**src/rtl/uart_tx_ctrl.sv**
```systemverilog
// UART transmit controller: pulls bytes from a show-ahead TX FIFO and
// serializes them as start / data (LSB first) / stop frames on tx_out.
module uart_tx_ctrl #(
  parameter int CLKS_PER_BIT  = 10,
  parameter int NUM_DATA_BITS = 8,
  parameter int STOP_BITS     = 1
) (
  input  logic       clk,
  input  logic       reset,
  input  logic       tx_enable,
  input  logic       emptyTx,
  input  logic [7:0] tx_data,
  output logic       trans_deq,
  output logic       tx_out,
  output logic       tx_busy,
  output logic       tx_done,
  output logic [2:0] dbg_state
);

  localparam logic [2:0] S_IDLE  = 3'd0;
  localparam logic [2:0] S_LOAD  = 3'd1;
  localparam logic [2:0] S_START = 3'd2;
  localparam logic [2:0] S_DATA  = 3'd3;
  localparam logic [2:0] S_STOP  = 3'd4;

  localparam int TMR_W = $clog2(STOP_BITS * CLKS_PER_BIT);
  localparam int IDX_W = $clog2(NUM_DATA_BITS);

  localparam logic [TMR_W-1:0] BIT_LAST  = TMR_W'(CLKS_PER_BIT - 1);
  localparam logic [TMR_W-1:0] STOP_LAST = TMR_W'(STOP_BITS * CLKS_PER_BIT - 1);
  localparam logic [IDX_W-1:0] IDX_LAST  = IDX_W'(NUM_DATA_BITS - 1);

  logic [2:0]               state_q, state_d;
  logic [TMR_W-1:0]         timer_q, timer_d;
  logic [IDX_W-1:0]         idx_q, idx_d;
  logic [NUM_DATA_BITS-1:0] shift_q, shift_d;
  logic                     start_ok;

  // FIFO handshake: a frame may only begin when tx_enable=1 and emptyTx=0
  // (head byte valid). trans_deq is the single-cycle pop strobe, asserted
  // only in LOAD; the byte on tx_data during that cycle is the one sent.
  assign start_ok = tx_enable && !emptyTx;

  if (NUM_DATA_BITS < 8) begin : g_narrow
    logic unused_hi_bits;
    assign unused_hi_bits = ^tx_data[7:NUM_DATA_BITS];
  end

  always_comb begin
    state_d = state_q;
    timer_d = timer_q;
    idx_d   = idx_q;
    shift_d = shift_q;
    unique case (state_q)
      S_IDLE: begin
        if (start_ok) state_d = S_LOAD;
      end
      S_LOAD: begin
        shift_d = tx_data[NUM_DATA_BITS-1:0];
        timer_d = '0;
        idx_d   = '0;
        state_d = S_START;
      end
      S_START: begin
        if (timer_q == BIT_LAST) begin
          timer_d = '0;
          idx_d   = '0;
          state_d = S_DATA;
        end else begin
          timer_d = timer_q + 1'b1;
        end
      end
      S_DATA: begin
        if (timer_q == BIT_LAST) begin
          timer_d = '0;
          shift_d = shift_q >> 1;
          idx_d   = idx_q + 1'b1;
          if (idx_q == IDX_LAST) state_d = S_STOP;
        end else begin
          timer_d = timer_q + 1'b1;
        end
      end
      S_STOP: begin
        // Last stop cycle doubles as the frame boundary: chain straight
        // into the next LOAD when more data is waiting.
        if (timer_q == STOP_LAST) begin
          timer_d = '0;
          state_d = start_ok ? S_LOAD : S_IDLE;
        end else begin
          timer_d = timer_q + 1'b1;
        end
      end
      default: begin
        state_d = S_IDLE;
        timer_d = '0;
        idx_d   = '0;
      end
    endcase
  end

  always_ff @(posedge clk) begin
    if (reset) begin
      state_q <= S_IDLE;
      timer_q <= '0;
      idx_q   <= '0;
      shift_q <= '0;
    end else begin
      state_q <= state_d;
      timer_q <= timer_d;
      idx_q   <= idx_d;
      shift_q <= shift_d;
    end
  end

  always_comb begin
    tx_out = 1'b1;
    case (state_q)
      S_START: tx_out = 1'b0;
      S_DATA:  tx_out = shift_q[0];
      default: tx_out = 1'b1;
    endcase
  end

  assign trans_deq = (state_q == S_LOAD);
  assign tx_busy   = (state_q != S_IDLE);
  assign tx_done   = (state_q == S_STOP) && (timer_q == STOP_LAST);
  assign dbg_state = state_q;

endmodule

```
**config.mk**
```make
export PLATFORM = sky130hd
export DESIGN_NAME = uart_tx_ctrl
export DESIGN_NICKNAME = d
export VERILOG_FILES = /design/src/rtl/uart_tx_ctrl.sv
export SDC_FILE = /design/constraint.sdc
export NUM_CORES = 1
export LEC_CHECK = 0
export CAP_MARGIN = 20
export CORE_MARGIN = 2
export CORE_UTILIZATION = 55
export DETAILED_ROUTE_END_ITERATION = 8
export DONT_BUFFER_PORTS = 1
export PLACE_DENSITY = 0.69
export REMOVE_ABC_BUFFERS = 1
export SETUP_SLACK_MARGIN = 0.5
export SLEW_MARGIN = 20
export SYNTH_ARGS = -nofsm -noshare
export SYNTH_HDL_FRONTEND = slang
export SYNTH_SLANG_ARGS = --single-unit
export TNS_END_PERCENT = 100
```
**constraint.sdc**
```tcl
create_clock -name clk -period 1.33 [get_ports clk]
set_input_delay 0.399 -clock clk [delete_from_list [all_inputs] [get_ports clk]]
set_output_delay 0.399 -clock clk [all_outputs]
set_load 0.02 [all_outputs]
```
==> metrics.yaml, run 1 <==
grt_pass1_vias: 1060
crit_path_frequent_cell: "nor2_2"
ant_nets: 0
drtPass1Iterations: 4
syn_to_final_growth_pct: 54.11
final_cell_count_no_fill: 183
cts_tree: "done"
viasPerCell: 6.760
path_clk_slew_ns: 0.12
clk_path_buf_depth: 2
cts_made_buffers: 3
place_congestion: 0.8096
syn_area_um2: 1066
fill_cells: 62
critPathKind: "reg2out"
worstSetupStartpointType: "flop"
drt_wl_total_um: 4231
grt_pass1_wl_um: 4919
crit_start: "dbg_state[0]"
r2r_start: "dbg_state[2]"
synth.top_cell.area_share: 0.3380
clock-root-buffer: "clkbuf_4"
remaining_drc_errors: 0
final_layout_size_suffix_gt1_frac: 0.5190
ctsHoldBuffers: 0
dp.cells: 166
critPathBufInv: 1
synthFlopType: "dfxtp_1"
place_area_um2: 1245
final_core_util: 0.9214
violations: "negative setup slack"
die-area_um2: 2306
initial_utilization: 0.5979
cp.depth: 4
crit_end: "tx_done"
ys_types: 37
cap_violations: 0
period_share: 1.254
clock_skew_ns: 0.003990
period_minus_slack_ns: 1.668
htreeDepth: 1
grt_overflow_total: 0
r2r-end: "shift_q[3]"
clock_sinks: 18
path_cells: "nor2_2 -> nand2_2 -> nor2_2 -> buf_6"
reg2reg_slack_ns: -0.17
max_freq_mhz: 599.7
cp_slowest_cell: "dfxtp_4"
dp_hpwl_um: 1931
p_per_area_nw_per_um2: 593.1
cp.arrival_ns: 1.27
grtUsageTotal: 0.3149
pre_cts_ws_ns: -0.1539
slew_headroom: 0.8102
core_um2: 1783
n_antenna_cell: 0
nets: 173
synthArstFlopShare: 0
grt_antenna_before_repair: 0
insertion_delay_ns: 0.30
worst_slew_pin_slew_ns: 0.2828
vias: 1237
setup_ws_ns: -0.3376
final_cell_area_um2: 1643
syn_area_per_cell_um2: 8.667
yosysTopAreaCell: "dfxtp_1"
finalHoldViolCount: 0
rsz0062_at_grt: "true"
synth_seq_cells: 18
report.final.setup_viol: 18
hp-class: "in2reg"
finalMaxSlewViolations: 0
multi_input_area_um2: 774.5
initialDrtViolationCount: 69
wire_per_inst_um: 23.12
required_ns: 0.93
slowest_delay_ns: 0.40
ioPinCount: 19
die_h_um: 48.03
regArea_um2: 376.6
r2r_cells: 5
synthCells: 123
ys_seq_area_frac: 0.3380
vdd_drop_max_mv: 0.9009
die_w_um: 48.03
crit_family: "simple AND/OR/NAND/NOR gates"
portBuffers: 0
p_leak_uw: 0.0005841
p_total_uw: 974.3
status: "finished, violations left"
yosys_warnings: 0
synth_edf_count: 0
path_max_fanout: 7
cp-end-kind: "output port"
grt_max_degree: 16
rows: 15
yosys-top-cells-area: "dfxtp_1 34%, or4b_1 5.6%, a311oi_1 4.9%, nand2_1 4.2%, o21ai_0 3.8%"
## logic make-up (layout without fill, tap and decap cells)
kind of cell / after synthesis / count (layout) / share of synthesized area
xor gates and xnor gates: 1 / 1 / 0.008217
muxes: 3 / 3 / 0.02817
DFF: 18 / 18 / 0.3380
buffers and inverters: 16 / 51 / 0.08333
AOI/OAI and AO/OA: 40 / 40 / 0.2664
and+or+nand+nor: 43 / 43 / 0.2523
adders and majority gates: 2 / 2 / 0.02347
## routing by layer
layer | global-route usage | up-vias | share of wire | routed length (um)
met5 | 0 | - | 0 | 0
met3 | 0.03019 | 32 | 0.068 | 289
li1 | - | 540 | - | -
met1 | 0.3547 | 584 | 0.38 | 1592
met2 | 0.6133 | 81 | 0.50 | 2104
met4 | 0.09189 | 0 | 0.058 | 246
## cells in the mapped netlist, types with 2 or more instances
cell,count
inv_1,5
a41oi_1,2
nor2_1,6
buf_4,2
a311oi_1,6
o21ai_0,8
a31oi_1,2
buf_2,5
ha_1,2
mux2i_1,3
nand3_1,3
o41ai_2,2
or4b_1,6
a21oi_1,7
buf_6,2
nor2b_1,4
nand2_1,12
nand4_1,3
o21ai_1,7
clkbuf_1,2
dfxtp_1,18
## worst min-delay path by stage
stage / startpoint / end / slack [ns] / depth (start not counted)
finish: reset / timer_q[0] / 0.14 / 1
global route: reset / timer_q[0] / 0.13 / 1
CTS: reset / timer_q[0] / 0.14 / 1
detailed placement: idx_q[2] / idx_q[2] / 0.46 / 2
global placement: idx_q[2] / idx_q[2] / 0.45 / 2
floorplan: idx_q[1] / idx_q[1] / 0.44 / 2
## state kept, by name, summed over array words and instances, names as in the netlist
register,cells
shift_q,8
timer_q,4
dbg_state,3
idx_q,3
## metrics by stage
step | TNS [ns] | hold WS (ns)
2_1_floorplan | -3.976 | 0.4385
3_3_place_gp | -0.004738 | 0.4502
3_5_place_dp | -0.3762 | 0.4605
4_1_cts | -1.119 | 0.1376
5_1_grt | -3.316 | 0.1261
6_report | -2.678 | 0.1358
## power by group
part	switching [uW]	internal [uW]
Clock	196	167
Combinational	38.0	30.8
Sequential	5.32	537
Total	239	735
## cells in the final DEF (no fill, tap or decap), types with 4 or more instances in the layout
master	netlist	layout
nor2_2	1	4
dfxtp_2	0	4
buf_6	2	22
o21ai_2	0	4
buf_4	2	19
a21oi_1	7	4
a311oi_1	6	6
dfxtp_1	18	11
nand2_1	12	9
inv_1	5	5
o21ai_1	7	10
or4b_1	6	4
## final cells by class
| cell class | count | share of cell area |
|---|---|---|
| Sequential cell | 18 | 0.2292 |
| Multi-Input combinational cell | 89 | 0.4714 |
| Tap cell | 25 | 0.01904 |
| Clock buffer | 4 | 0.02209 |
| Inverter | 5 | 0.01142 |
| Timing Repair Buffer | 42 | 0.2468 |
## repair_timing
action	in CTS	in global routing
setup buffers	6	7
endpoints found under the setup margin	25	25
gates resized for setup	39	32
pin swaps	13	9
(Power assumes the default switching activity.)
==> inputs of run 2 (changes only) <==
--- a/config.mk
+++ b/config.mk
@@ -7,10 +7,11 @@
 export LEC_CHECK = 0
 export CAP_MARGIN = 20
 export CORE_MARGIN = 2
-export CORE_UTILIZATION = 55
+export CORE_UTILIZATION = 64
+export CTS_BUF_LIST = sky130_fd_sc_hd__clkbuf_4 sky130_fd_sc_hd__clkbuf_8
 export DETAILED_ROUTE_END_ITERATION = 8
 export DONT_BUFFER_PORTS = 1
-export PLACE_DENSITY = 0.69
+export PLACE_DENSITY = 0.76
 export REMOVE_ABC_BUFFERS = 1
 export SETUP_SLACK_MARGIN = 0.5
 export SLEW_MARGIN = 20
==> constraint.sdc (replaced) <==
create_clock -name clk -period 1.6 [get_ports clk]
set_input_delay 0.48 -clock clk [delete_from_list [all_inputs] [get_ports clk]]
set_output_delay 0.48 -clock clk [all_outputs]
set_load 0.02 [all_outputs]
==> metrics.yaml, run 2 <==
syn_area_um2: 1066  # unchanged
portBuffers: 0  # unchanged
cts_made_buffers: 3  # unchanged
haltStage: "clock tree synthesis (4_1_cts)"
syn_area_per_cell_um2: 8.667  # unchanged
clock_sinks: 18  # unchanged
yosys-top-cells-count: "18 x dfxtp_1, 12 x nand2_1, 8 x o21ai_0"
ctsHoldBuffers: 0  # unchanged
die_h_um: 44.81  # -6.7%
synthFlopType: "dfxtp_1"
cts_resized: 56  # +44%
yosys_warnings: 0  # unchanged
rows: 14  # -1
ys_types: 37  # unchanged
initial_utilization: 0.6916  # +0.09366
cts_setup_buffers: 21  # +15
ioPinCount: 19  # unchanged
ys_seq_area_frac: 0.3380  # unchanged
dp_hpwl_um: 1664  # -14%
htreeDepth: 1  # unchanged
synth.top_cell.area_share: 0.3380  # unchanged
yosys-top-cells-area: "dfxtp_1 34%, or4b_1 5.6%, a311oi_1 4.9%, nand2_1 4.2%, o21ai_0 3.8%"
tool.error: "[ERROR DPL-0038] Utilization greater than 100%, impossible to legalize"
clk_path_buf_depth: 2  # unchanged
status: "did not finish"
synth_seq_cells: 18  # unchanged
place_congestion: 0.8644  # +6.8%
clock-root-buffer: "clkbuf_4"
synthCells: 123  # unchanged
synthArstFlopShare: 0  # unchanged
yosys.cell_count.top_type: "dfxtp_1"
yosysTopAreaCell: "dfxtp_1"
die_w_um: 44.81  # -6.7%
synth_edf_count: 0  # unchanged
## run 2: cell counts after synthesis
Identical to the previous run, type by type.
## run 2: per-stage QoR
step | utilization | worst slack [ns] | cells | hold slack [ns] | area [um^2]
2_1_floorplan | - | -0.2197 | 112 | 0.4385 | 996.0
3_3_place_gp | 0.7468 | 0.2418 | 146 | 0.4501 | 1151
3_5_place_dp | 0.7468 | 0.2073 | 146 | 0.4606 | 1151
## run 2: kinds of logic after synthesis
logic type      synth area share
flops                     0.3380
compound gates            0.2664
xor+xnor                0.008217
simple gates              0.2523
fa+ha+maj                0.02347
mux                      0.02817
buf+inv                  0.08333
==> inputs of run 3 (changes only) <==
==> config.mk (replaced) <==
export PLATFORM = sky130hd
export DESIGN_NAME = uart_tx_ctrl
export DESIGN_NICKNAME = d
export VERILOG_FILES = /design/src/rtl/uart_tx_ctrl.sv
export SDC_FILE = /design/constraint.sdc
export NUM_CORES = 1
export LEC_CHECK = 0
export CAP_MARGIN = 20
export CORE_AREA = 2 2 63 65
export DETAILED_ROUTE_END_ITERATION = 8
export DIE_AREA = 0 0 65 67
export DONT_BUFFER_PORTS = 1
export PLACE_DENSITY_LB_ADDON = 0.15
export REMOVE_ABC_BUFFERS = 1
export SLEW_MARGIN = 20
export SYNTH_ARGS = -nofsm -noshare
export SYNTH_HDL_FRONTEND = slang
export SYNTH_SLANG_ARGS = --single-unit
export TNS_END_PERCENT = 100
==> metrics.yaml, run 3 (synthesized netlist as in run 1, its figures left out) <==
viasPerCell: 5.344
largest_register_ffs: 8
period_share: 0.9800
layout_common_cells: "22 x buf_4, 12 x nand2_1, 11 x dfxtp_1, 8 x o21ai_0"
path_clk_slew_ns: 0.07
crit_end: "tx_done"
crit_start: "timer_q[1]"
drt_wl_total_um: 2716
finalMaxSlewViolations: 0
r2r-end: "shift_q[2]"
insertion_delay_ns: 0.25
portBuffers: 0  # unchanged
final_layout_size_suffix_gt1_frac: 0.2971
nets: 154
grt_antenna_before_repair: 0
ant_nets: 0
cp-end-kind: "output port"
cts_made_buffers: 3  # unchanged
remaining_drc_errors: 0
ioPinCount: 19  # unchanged
grt_overflow_total: 0
clock-root-buffer: "clkbuf_8"
htreeDepth: 1  # unchanged
critPathKind: "reg2out"
die-area_um2: 4355
rsz0062_at_grt: "true"
status: "complete, no violations"
die_h_um: 67  # +50%
path_max_fanout: 4
r2r_cells: 6
clock_sinks: 18  # unchanged
die_w_um: 65  # +45%
n_antenna_cell: 0
p_per_area_nw_per_um2: 608.9
drtPass1Iterations: 4
grtUsageTotal: 0.1333
grt_pass1_wl_um: 4436
core_um2: 3606
grt_pass1_vias: 922
final_cell_area_um2: 1319
slew_headroom: 0.7599
wire_per_inst_um: 14.60
dp_hpwl_um: 2035  # +22%
place_congestion: 0.6961  # -19%
vias: 994
hold_ws_ns: 0.2762
initial_utilization: 0.2956  # -0.3959
clock_skew_ns: 0.004352
dp.cells: 178  # +22%
cap_violations: 0
place_area_um2: 1191  # +3.5%
rows: 22  # +8
vdd_drop_max_mv: 0.2655
required_ns: 1.12
top_regs: "shift_q: 8 flops, timer_q: 4 flops"
r2r_start: "timer_q[1]"
p_total_uw: 803.0
worst_slew_pin_slew_ns: 0.3571
ctsHoldBuffers: 0  # unchanged
final_cell_count_no_fill: 186
worstSetupStartpointType: "flop"
syn_to_final_growth_pct: 23.71
max_freq_mhz: 637.7
final_common_cell: "buf_4"
initialDrtViolationCount: 58
cts_tree: "done"
clk_path_buf_depth: 2  # unchanged
finalHoldViolCount: 0
p_leak_uw: 0.0004650
top_register: "shift_q"
cp.arrival_ns: 1.09
hp-class: "in2reg"
period_minus_slack_ns: 1.568
reg2reg_slack_ns: 0.10
report.final.setup_viol: 0
grt_max_degree: 14
[run 3: final cells by class]
type                            count  area, um^2
Clock buffer                        3       41.29
Multi-Input combinational cell     89       640.6
Timing Repair Buffer               23       176.4
Inverter                            5       18.77
Sequential cell                    18       381.6
Tap cell                           48       60.06
Fill cell                         390        2287
[run 3: worst min path at each step]
| stage | start | endpoint | slack [ns] | cells past startpoint |
|---|---|---|---|---|
| after floorplan | idx_q[1] | idx_q[1] | 0.44 | 2 |
| after global placement | idx_q[1] | idx_q[1] | 0.45 | 2 |
| after detailed placement | idx_q[1] | idx_q[1] | 0.46 | 2 |
| after CTS | reset | timer_q[0] | 0.27 | 1 |
| after global routing | reset | timer_q[0] | 0.26 | 1 |
| final | reset | timer_q[0] | 0.28 | 1 |
[run 3: critical path: stages, from the launching register on]
cell,delay [ns]
dfxtp_4,0.35
nand4bb_4,0.23
nor2_2,0.13
buf_6,0.12
[run 3: power by group]
group	leakage, uW	switching [uW]	internal (uW)	total [uW]
logic	0.000293	21.5	15.2	36.7
clock network	0.0000216	151	167	319
registers	0.000150	4.22	443	448
[run 3: what timing repair did]
action	in CTS	in global routing
setup buffers	1	4
pin swaps	2	2
endpoints found under the setup margin	5	3
resized for setup	9	7
[run 3: stage by stage]
step           setup TNS (ns)  setup WS [ns]  utilization
6_report                    0        0.03196       0.3657
5_1_grt              -0.01895       -0.01895       0.3657
4_1_cts                     0       0.003572       0.3525
3_5_place_dp                0         0.1303       0.3303
3_3_place_gp                0         0.1217       0.3303
2_1_floorplan         -0.6089        -0.2197            -
[run 3: per-layer routing]
metal | GRT usage | part of all wire | up-vias | routed length (um)
met2 | 0.2307 | 0.49 | 23 | 1331
met4 | 0.03191 | 0.0059 | 0 | 16
met1 | 0.1609 | 0.45 | 467 | 1230
li1 | - | - | 502 | -
met3 | 0.04054 | 0.051 | 2 | 138
met5 | 0 | 0 | - | 0
==> inputs of run 4 (changes only) <==
--- a/config.mk
+++ b/config.mk
@@ -16,4 +16,4 @@
 export SYNTH_ARGS = -nofsm -noshare
 export SYNTH_HDL_FRONTEND = slang
 export SYNTH_SLANG_ARGS = --single-unit
-export TNS_END_PERCENT = 100
+export TNS_END_PERCENT = 20
==> results of run 4 <==
Same layout as run 3: the final DEF is identical, and so are final timing and power.
